--- src/rtl/multicycle_ctrl.sv ---
// rtl/multicycle_ctrl.sv - Multicycle RV32I control sequencer with memory handshake and retire counter
// Walks each instruction through fetch/decode/execute/memory/writeback and drives datapath selects.
module multicycle_ctrl #(
  parameter int INSTRET_W = 32
) (
  input  logic                 clk,
  input  logic                 reset,
  input  logic [6:0]           op,
  input  logic                 Zero,
  input  logic                 mem_ready,
  output logic                 mem_req,
  output logic                 PCWrite,
  output logic                 AdrSrc,
  output logic                 MemWrite,
  output logic                 IRWrite,
  output logic [1:0]           ResultSrc,
  output logic [1:0]           ALUSrcA,
  output logic [1:0]           ALUSrcB,
  output logic [1:0]           ImmSrc,
  output logic                 RegWrite,
  output logic [1:0]           ALUOp,
  output logic                 illegal,
  output logic [3:0]           state,
  output logic [INSTRET_W-1:0] instret
);

  localparam logic [3:0] S_FETCH    = 4'd0;
  localparam logic [3:0] S_DECODE   = 4'd1;
  localparam logic [3:0] S_MEMADR   = 4'd2;
  localparam logic [3:0] S_MEMREAD  = 4'd3;
  localparam logic [3:0] S_MEMWB    = 4'd4;
  localparam logic [3:0] S_MEMWRITE = 4'd5;
  localparam logic [3:0] S_EXECUTER = 4'd6;
  localparam logic [3:0] S_EXECUTEI = 4'd7;
  localparam logic [3:0] S_ALUWB    = 4'd8;
  localparam logic [3:0] S_BEQ      = 4'd9;
  localparam logic [3:0] S_JAL      = 4'd10;
  localparam logic [3:0] S_TRAP     = 4'd11;

  localparam logic [6:0] OP_LOAD   = 7'b0000011;
  localparam logic [6:0] OP_STORE  = 7'b0100011;
  localparam logic [6:0] OP_RTYPE  = 7'b0110011;
  localparam logic [6:0] OP_ITYPE  = 7'b0010011;
  localparam logic [6:0] OP_BRANCH = 7'b1100011;
  localparam logic [6:0] OP_JAL    = 7'b1101111;

  localparam logic [INSTRET_W-1:0] INSTRET_ONE = {{(INSTRET_W-1){1'b0}}, 1'b1};

  logic [3:0]           state_q;
  logic [3:0]           state_d;
  logic                 illegal_q;
  logic [INSTRET_W-1:0] instret_q;
  logic                 retire;

  logic                 mem_req_c;
  logic                 pc_write_c;
  logic                 ir_write_c;
  logic                 mem_write_c;
  logic                 reg_write_c;

  // Next-state sequencing; op is only consulted in DECODE and MEMADR.
  always_comb begin
    state_d = S_TRAP;
    case (state_q)
      S_FETCH:    state_d = mem_ready ? S_DECODE : S_FETCH;
      S_DECODE: begin
        case (op)
          OP_LOAD, OP_STORE: state_d = S_MEMADR;
          OP_RTYPE:          state_d = S_EXECUTER;
          OP_ITYPE:          state_d = S_EXECUTEI;
          OP_BRANCH:         state_d = S_BEQ;
          OP_JAL:            state_d = S_JAL;
          default:           state_d = S_TRAP;
        endcase
      end
      S_MEMADR:   state_d = op[5] ? S_MEMWRITE : S_MEMREAD;
      S_MEMREAD:  state_d = mem_ready ? S_MEMWB : S_MEMREAD;
      S_MEMWB:    state_d = S_FETCH;
      S_MEMWRITE: state_d = mem_ready ? S_FETCH : S_MEMWRITE;
      S_EXECUTER: state_d = S_ALUWB;
      S_EXECUTEI: state_d = S_ALUWB;
      S_ALUWB:    state_d = S_FETCH;
      S_BEQ:      state_d = S_FETCH;
      S_JAL:      state_d = S_ALUWB;
      default:    state_d = S_TRAP;
    endcase
  end

  always_comb begin
    mem_req_c   = 1'b0;
    pc_write_c  = 1'b0;
    ir_write_c  = 1'b0;
    mem_write_c = 1'b0;
    reg_write_c = 1'b0;
    AdrSrc      = 1'b0;
    ResultSrc   = 2'b00;
    ALUSrcA     = 2'b00;
    ALUSrcB     = 2'b00;
    ALUOp       = 2'b00;
    case (state_q)
      S_FETCH: begin
        mem_req_c  = 1'b1;
        ALUSrcB    = 2'b10;
        ResultSrc  = 2'b10;
        pc_write_c = mem_ready;
        ir_write_c = mem_ready;
      end
      S_DECODE: begin
        ALUSrcA = 2'b01;
        ALUSrcB = 2'b01;
      end
      S_MEMADR: begin
        ALUSrcA = 2'b10;
        ALUSrcB = 2'b01;
      end
      S_MEMREAD: begin
        mem_req_c = 1'b1;
        AdrSrc    = 1'b1;
      end
      S_MEMWB: begin
        ResultSrc   = 2'b01;
        reg_write_c = 1'b1;
      end
      S_MEMWRITE: begin
        // The write strobe is held for the whole stall, not just the ready cycle.
        mem_req_c   = 1'b1;
        AdrSrc      = 1'b1;
        mem_write_c = 1'b1;
      end
      S_EXECUTER: begin
        ALUSrcA = 2'b10;
        ALUOp   = 2'b10;
      end
      S_EXECUTEI: begin
        ALUSrcA = 2'b10;
        ALUSrcB = 2'b01;
        ALUOp   = 2'b10;
      end
      S_ALUWB: begin
        reg_write_c = 1'b1;
      end
      S_BEQ: begin
        ALUSrcA    = 2'b10;
        ALUOp      = 2'b01;
        pc_write_c = Zero;
      end
      S_JAL: begin
        ALUSrcA    = 2'b01;
        ALUSrcB    = 2'b10;
        pc_write_c = 1'b1;
      end
      default: begin
      end
    endcase
  end

  always_comb begin
    case (op)
      OP_STORE:  ImmSrc = 2'b01;
      OP_BRANCH: ImmSrc = 2'b10;
      OP_JAL:    ImmSrc = 2'b11;
      default:   ImmSrc = 2'b00;
    endcase
  end

  assign retire = !reset &&
                  ((state_q == S_MEMWB) ||
                   (state_q == S_ALUWB) ||
                   (state_q == S_BEQ) ||
                   ((state_q == S_MEMWRITE) && mem_ready));

  always_ff @(posedge clk) begin
    if (reset) begin
      state_q   <= S_FETCH;
      illegal_q <= 1'b0;
      instret_q <= '0;
    end else begin
      state_q <= state_d;
      if (state_d == S_TRAP) begin
        illegal_q <= 1'b1;
      end
      if (retire) begin
        instret_q <= instret_q + INSTRET_ONE;
      end
    end
  end

  // Architectural side effects are suppressed while reset is held, whatever state we were in.
  assign mem_req  = mem_req_c   & ~reset;
  assign PCWrite  = pc_write_c  & ~reset;
  assign IRWrite  = ir_write_c  & ~reset;
  assign MemWrite = mem_write_c & ~reset;
  assign RegWrite = reg_write_c & ~reset;

  assign illegal = illegal_q;
  assign state   = state_q;
  assign instret = instret_q;

endmodule

--- config.mk ---
export PLATFORM = sky130hd
export DESIGN_NAME = multicycle_ctrl
export DESIGN_NICKNAME = d
export VERILOG_FILES = /design/src/rtl/multicycle_ctrl.sv
export SDC_FILE = /design/constraint.sdc
export NUM_CORES = 1
export LEC_CHECK = 0
export CAP_MARGIN = 20
export CORE_MARGIN = 2
export CORE_UTILIZATION = 43
export CTS_CLUSTER_SIZE = 25
export DETAILED_ROUTE_END_ITERATION = 8
export GPL_ROUTABILITY_DRIVEN = 0
export HOLD_SLACK_MARGIN = 0.03
export PLACE_DENSITY = 0.77
export REMOVE_ABC_BUFFERS = 1
export SLEW_MARGIN = 40
export SYNTH_ARGS = -nofsm -noshare
export SYNTH_HDL_FRONTEND = slang
export SYNTH_SLANG_ARGS = --single-unit
--- constraint.sdc ---
create_clock -name clk -period 1.87 [get_ports clk]
set_input_delay 0.374 -clock clk [delete_from_list [all_inputs] [get_ports clk]]
set_output_delay 0.374 -clock clk [all_outputs]
set_load 0.05 [all_outputs]
==> results by stage <==
Worst setup path:
- The number of buffers and inverters on the critical path is 3.
- In this design, the largest share of critical-path delay is due to buffers and inverters.
- The data required time at the worst endpoint is 1.50 ns.
- The category of the most critical setup path is reg2out.
- The cell repeated most along the worst path is sky130_fd_sc_hd__buf_12.
- The type of destination of the critical path is an output pin.
- The critical path goes through buf_8 > buf_12 > xnor2_4 > nor3b_2 > o21ba_2 > buf_12.
- STA puts the critical path data arrival time at 1.53 ns.
- The maximum cell stage delay along the critical path is 0.36 ns.
- The maximum fanout along the worst path is 5.
- For this design, the slowest cell found on the critical path is sky130_fd_sc_hd__dfxtp_4.
- The worst setup path is launched from a register.
- The slack of the worst reg-to-reg path is -0.03 ns.

Final layout:
- At the end of the flow the core is filled with cells to 0.7613.
- The area growth from synthesis to layout is 67.87%.
- After filler insertion, the fill cell instance count of the layout stands at 351.
- The final non-filler cell area is 3667 µm².
- The number of antenna diodes in the final layout is 0.
- In the final layout, the share of cells above drive strength 1 is 0.4083.
- The net count reported at finish is 398.

Power and ir drop:
- The sequential cell fraction of total power is 0.321.
- The largest voltage drop on the vdd net is 0.5046 mV.
- The reported net switching power is 945.1 µW.
- For this design the ratio of total power to cell area is 716.8 nW/µm².
- The portion of total power attributed to combinational logic is 0.446.
- Of the total power, the clock network draws 0.233.
- The leakage dissipation is 0.001486 µW.
- The overall power after layout is 2629 µW.
- Internal power comes to 1684 µW.
- The net switching fraction of the power is 0.3595.

Run status:
- The flow ran to the end, but the final reports show violations.
- The checks that failed: setup timing.

Die:
- The height of the die is 75.28 µm.
- The initial standard-cell utilization of the core is 0.4535.
- The die span in x is 75.28 µm.
- The cell row count is 25.
- The floorplan step defined a die boundary enclosing 5666 µm².
- The number of placed I/O pins is 64.
- The area of the core region is 4817 µm².

Clock network:
- The post-CTS clock slew at the launch and capture registers of the worst setup and hold paths is 0.07 ns.
- The clock reaches the later pin of the worst-skew pair after 0.28 ns.
- The root cell of the clock tree is sky130_fd_sc_hd__clkbuf_8.
- TritonCTS created 5 clock buffers.
- Counting every sink on the clock net gives 37.
- The number of levels in the clock H-tree is 2.
- TritonCTS built the clock tree.
- The number of buffers on the longest clock path is 2.
- Buffers inserted to repair hold after CTS numbered 0.

Global routing:
- Entering global routing, the biggest net connects 34 pins.
- The residual overflow from global routing is 0.
- For this run, the total global-route usage over all layers was measured as 0.2333.
- The number of global-route vias before repair is 2300.
- The first global-routing pass estimated 10380 µm of wire.
- The initial antenna violation count is 0.

Synthesis:
- Yosys printed 0 warnings.
- The mapped netlist covers 2185 µm².
- The mean instance size in the synthesized netlist is 8.032 µm².
- Synthesis produced 272 cells.
- The unique cell type count in the Yosys netlist is 49.
- The count of flip-flops with a built-in enable after synthesis is 0.
- The fraction of registers with async set/reset is 0.
- The register area share after synthesis is 0.3391.
- The prevailing post-synth register cell is sky130_fd_sc_hd__dfxtp_1.
- In this run, synthesis produced a sequential element count of 37.

Routing:
- The DRC violation count after routing is 0.
- The per-cell via count in the routed design is 5.513.
- For this run, the detailed router's first-pass iteration total came to 4.
- The detailed-route wire length is 6681 µm.
- For this block, the initial DRC count from the detailed router was 179.
- The post-route antenna net violation count is 0.
- The average routed wire per standard cell is 14.72 µm.
- The routed layout has 2503 vias.

STA:
- Setup repair after global routing could not meet its margin everywhere.
- Across the routed clock network, the largest skew measured is 0.003771 ns.
- Counting I/O delays and the setup requirement, the final critical path takes 1.904 ns.
- The final setup slack of the worst path is -0.03417 ns.
- The hold violation total from the final report is 0.
- The number of pins with negative max-slew slack in the final report is 0.
- At the pin with the least slew margin, the transition time is 0.4255 ns.
- The setup TNS is -0.07859 ns.
- Dividing the final minimum period by the clock period gives 1.018.
- Setup violations remaining at the end of the flow were counted as 3.
- For this run, the top clock speed supported by timing is 0.5252 GHz.
- The normalized max-slew margin is 0.7163.

Place:
- The sum of net half-perimeters after detailed placement is 4705 µm.
- The count of input and output buffers is 63.
- The post-place instance area is 3336 µm².
- The post-placement setup slack is -0.4293 ns.

Flow run:
- The tool flagged a number of max-cap violations equal to 0.

Worst hold path:
- The worst hold path belongs to the class reg2reg.
## what timing repair did
item / 4_1_cts / 5_1_grt
buffers inserted: 5 / 2
resized for setup: 26 / 26
setup endpoints to repair: 18 / 16
pin swaps: 9 / 10
hold endpoints to repair: 0 / 0
## path summary, 6_finish.rpt
path,from,end,cells after the start
max,state[1],mem_req,6
min,illegal,illegal,2
max reg2reg,state[2],instret[29],5
min reg2reg,illegal,illegal,2
## power by group through the flow
stage               Combinational, µW  Clock [µW]  Sequential [µW]
floorplan                         405           0              965
global placement                 1030           0              853
detailed placement               1040           0              854
CTS                              1100         613              837
global route                     1230         644              846
finish                           1170         612              843
## cell type report
cell class	instances	area, µm²	share of cell area
flip-flops and latches	37	750.7	0.2047
repair buffers	123	1224	0.3337
clock buffers	7	96.34	0.02627
inverters	6	22.52	0.006141
clock inverters	1	5.005	0.001365
multi-input cells	213	1485	0.4050
well taps	67	83.83	0.02286
## cell families after synthesis
family,count (synthesis),synth area share
AO/OA/AOI/OAI,39,0.1083
buffers and inverters,22,0.04066
flip-flops,37,0.3391
XOR/XNOR,24,0.09622
AND/OR/NAND/NOR,146,0.3929
multiplexers,3,0.01718
adder cells (fa/ha/maj),1,0.005726
## cell usage after synthesis (5+ instances only)
library cell	instances	area share
sky130_fd_sc_hd__a21oi_1	15	0.034
sky130_fd_sc_hd__buf_2	5	0.011
sky130_fd_sc_hd__clkbuf_1	9	0.015
sky130_fd_sc_hd__dfxtp_1	37	0.34
sky130_fd_sc_hd__inv_1	6	0.010
sky130_fd_sc_hd__nand2_1	14	0.024
sky130_fd_sc_hd__nand2b_1	9	0.026
sky130_fd_sc_hd__nand3_1	8	0.018
sky130_fd_sc_hd__nand4_1	11	0.032
sky130_fd_sc_hd__nor2_1	41	0.070
sky130_fd_sc_hd__nor2b_1	8	0.023
sky130_fd_sc_hd__nor3_1	12	0.027
sky130_fd_sc_hd__nor4_1	11	0.032
sky130_fd_sc_hd__o21ai_0	10	0.023
sky130_fd_sc_hd__xnor2_1	20	0.080
## flip-flops by register name, indices dropped and copies added (netlist names)
signal	flops
illegal	1
instret	32
state	4
## layer usage
layer  share of wire  vias to the layer above  track usage
li1                -                     1201            -
met1            0.43                     1192       0.2885
met3           0.045                       17      0.04016
met4           0.018                        0      0.07018
met5               0                        -            0
met2            0.50                       93       0.4142
## cells in the final DEF, fill, tap and decap left out, types with 3 or more instances in the layout
| master | count |
|---|---|
| sky130_fd_sc_hd__nor2_1 | 36 |
| sky130_fd_sc_hd__xor2_1 | 4 |
| sky130_fd_sc_hd__o41ai_1 | 3 |
| sky130_fd_sc_hd__inv_1 | 5 |
| sky130_fd_sc_hd__nand4_1 | 11 |
| sky130_fd_sc_hd__dlygate4sd2_1 | 7 |
| sky130_fd_sc_hd__nand2b_1 | 9 |
| sky130_fd_sc_hd__dfxtp_1 | 33 |
| sky130_fd_sc_hd__nor3_1 | 9 |
| sky130_fd_sc_hd__a21oi_1 | 13 |
| sky130_fd_sc_hd__nor2_2 | 4 |
| sky130_fd_sc_hd__nand2_1 | 13 |
| sky130_fd_sc_hd__nor3_2 | 3 |
| sky130_fd_sc_hd__xnor2_1 | 19 |
| sky130_fd_sc_hd__buf_12 | 19 |
| sky130_fd_sc_hd__o21ai_0 | 9 |
| sky130_fd_sc_hd__nor4_1 | 10 |
| sky130_fd_sc_hd__or3_1 | 3 |
| sky130_fd_sc_hd__buf_6 | 5 |
| sky130_fd_sc_hd__buf_4 | 87 |
| sky130_fd_sc_hd__nand3_1 | 6 |
| sky130_fd_sc_hd__clkbuf_8 | 7 |
| sky130_fd_sc_hd__and3_1 | 3 |
| sky130_fd_sc_hd__nor2b_1 | 7 |
## worst register-to-register path, stage by stage, from the launching register on
cell                      delay (ns)
sky130_fd_sc_hd__dfxtp_2        0.37
sky130_fd_sc_hd__nor2b_1        0.29
sky130_fd_sc_hd__a21o_1         0.30
sky130_fd_sc_hd__nand3_2        0.14
sky130_fd_sc_hd__or3b_1         0.39
sky130_fd_sc_hd__mux2_4         0.30
## per-stage QoR
stage	hold WS [ns]	instances
after CTS	0.4833	452
after detailed placement	0.4665	439
after floorplan	0.4431	256
after global placement	0.4473	439
final	0.4734	454
after global routing	0.5388	454
No activity file was read; power rests on OpenSTA's default activity.
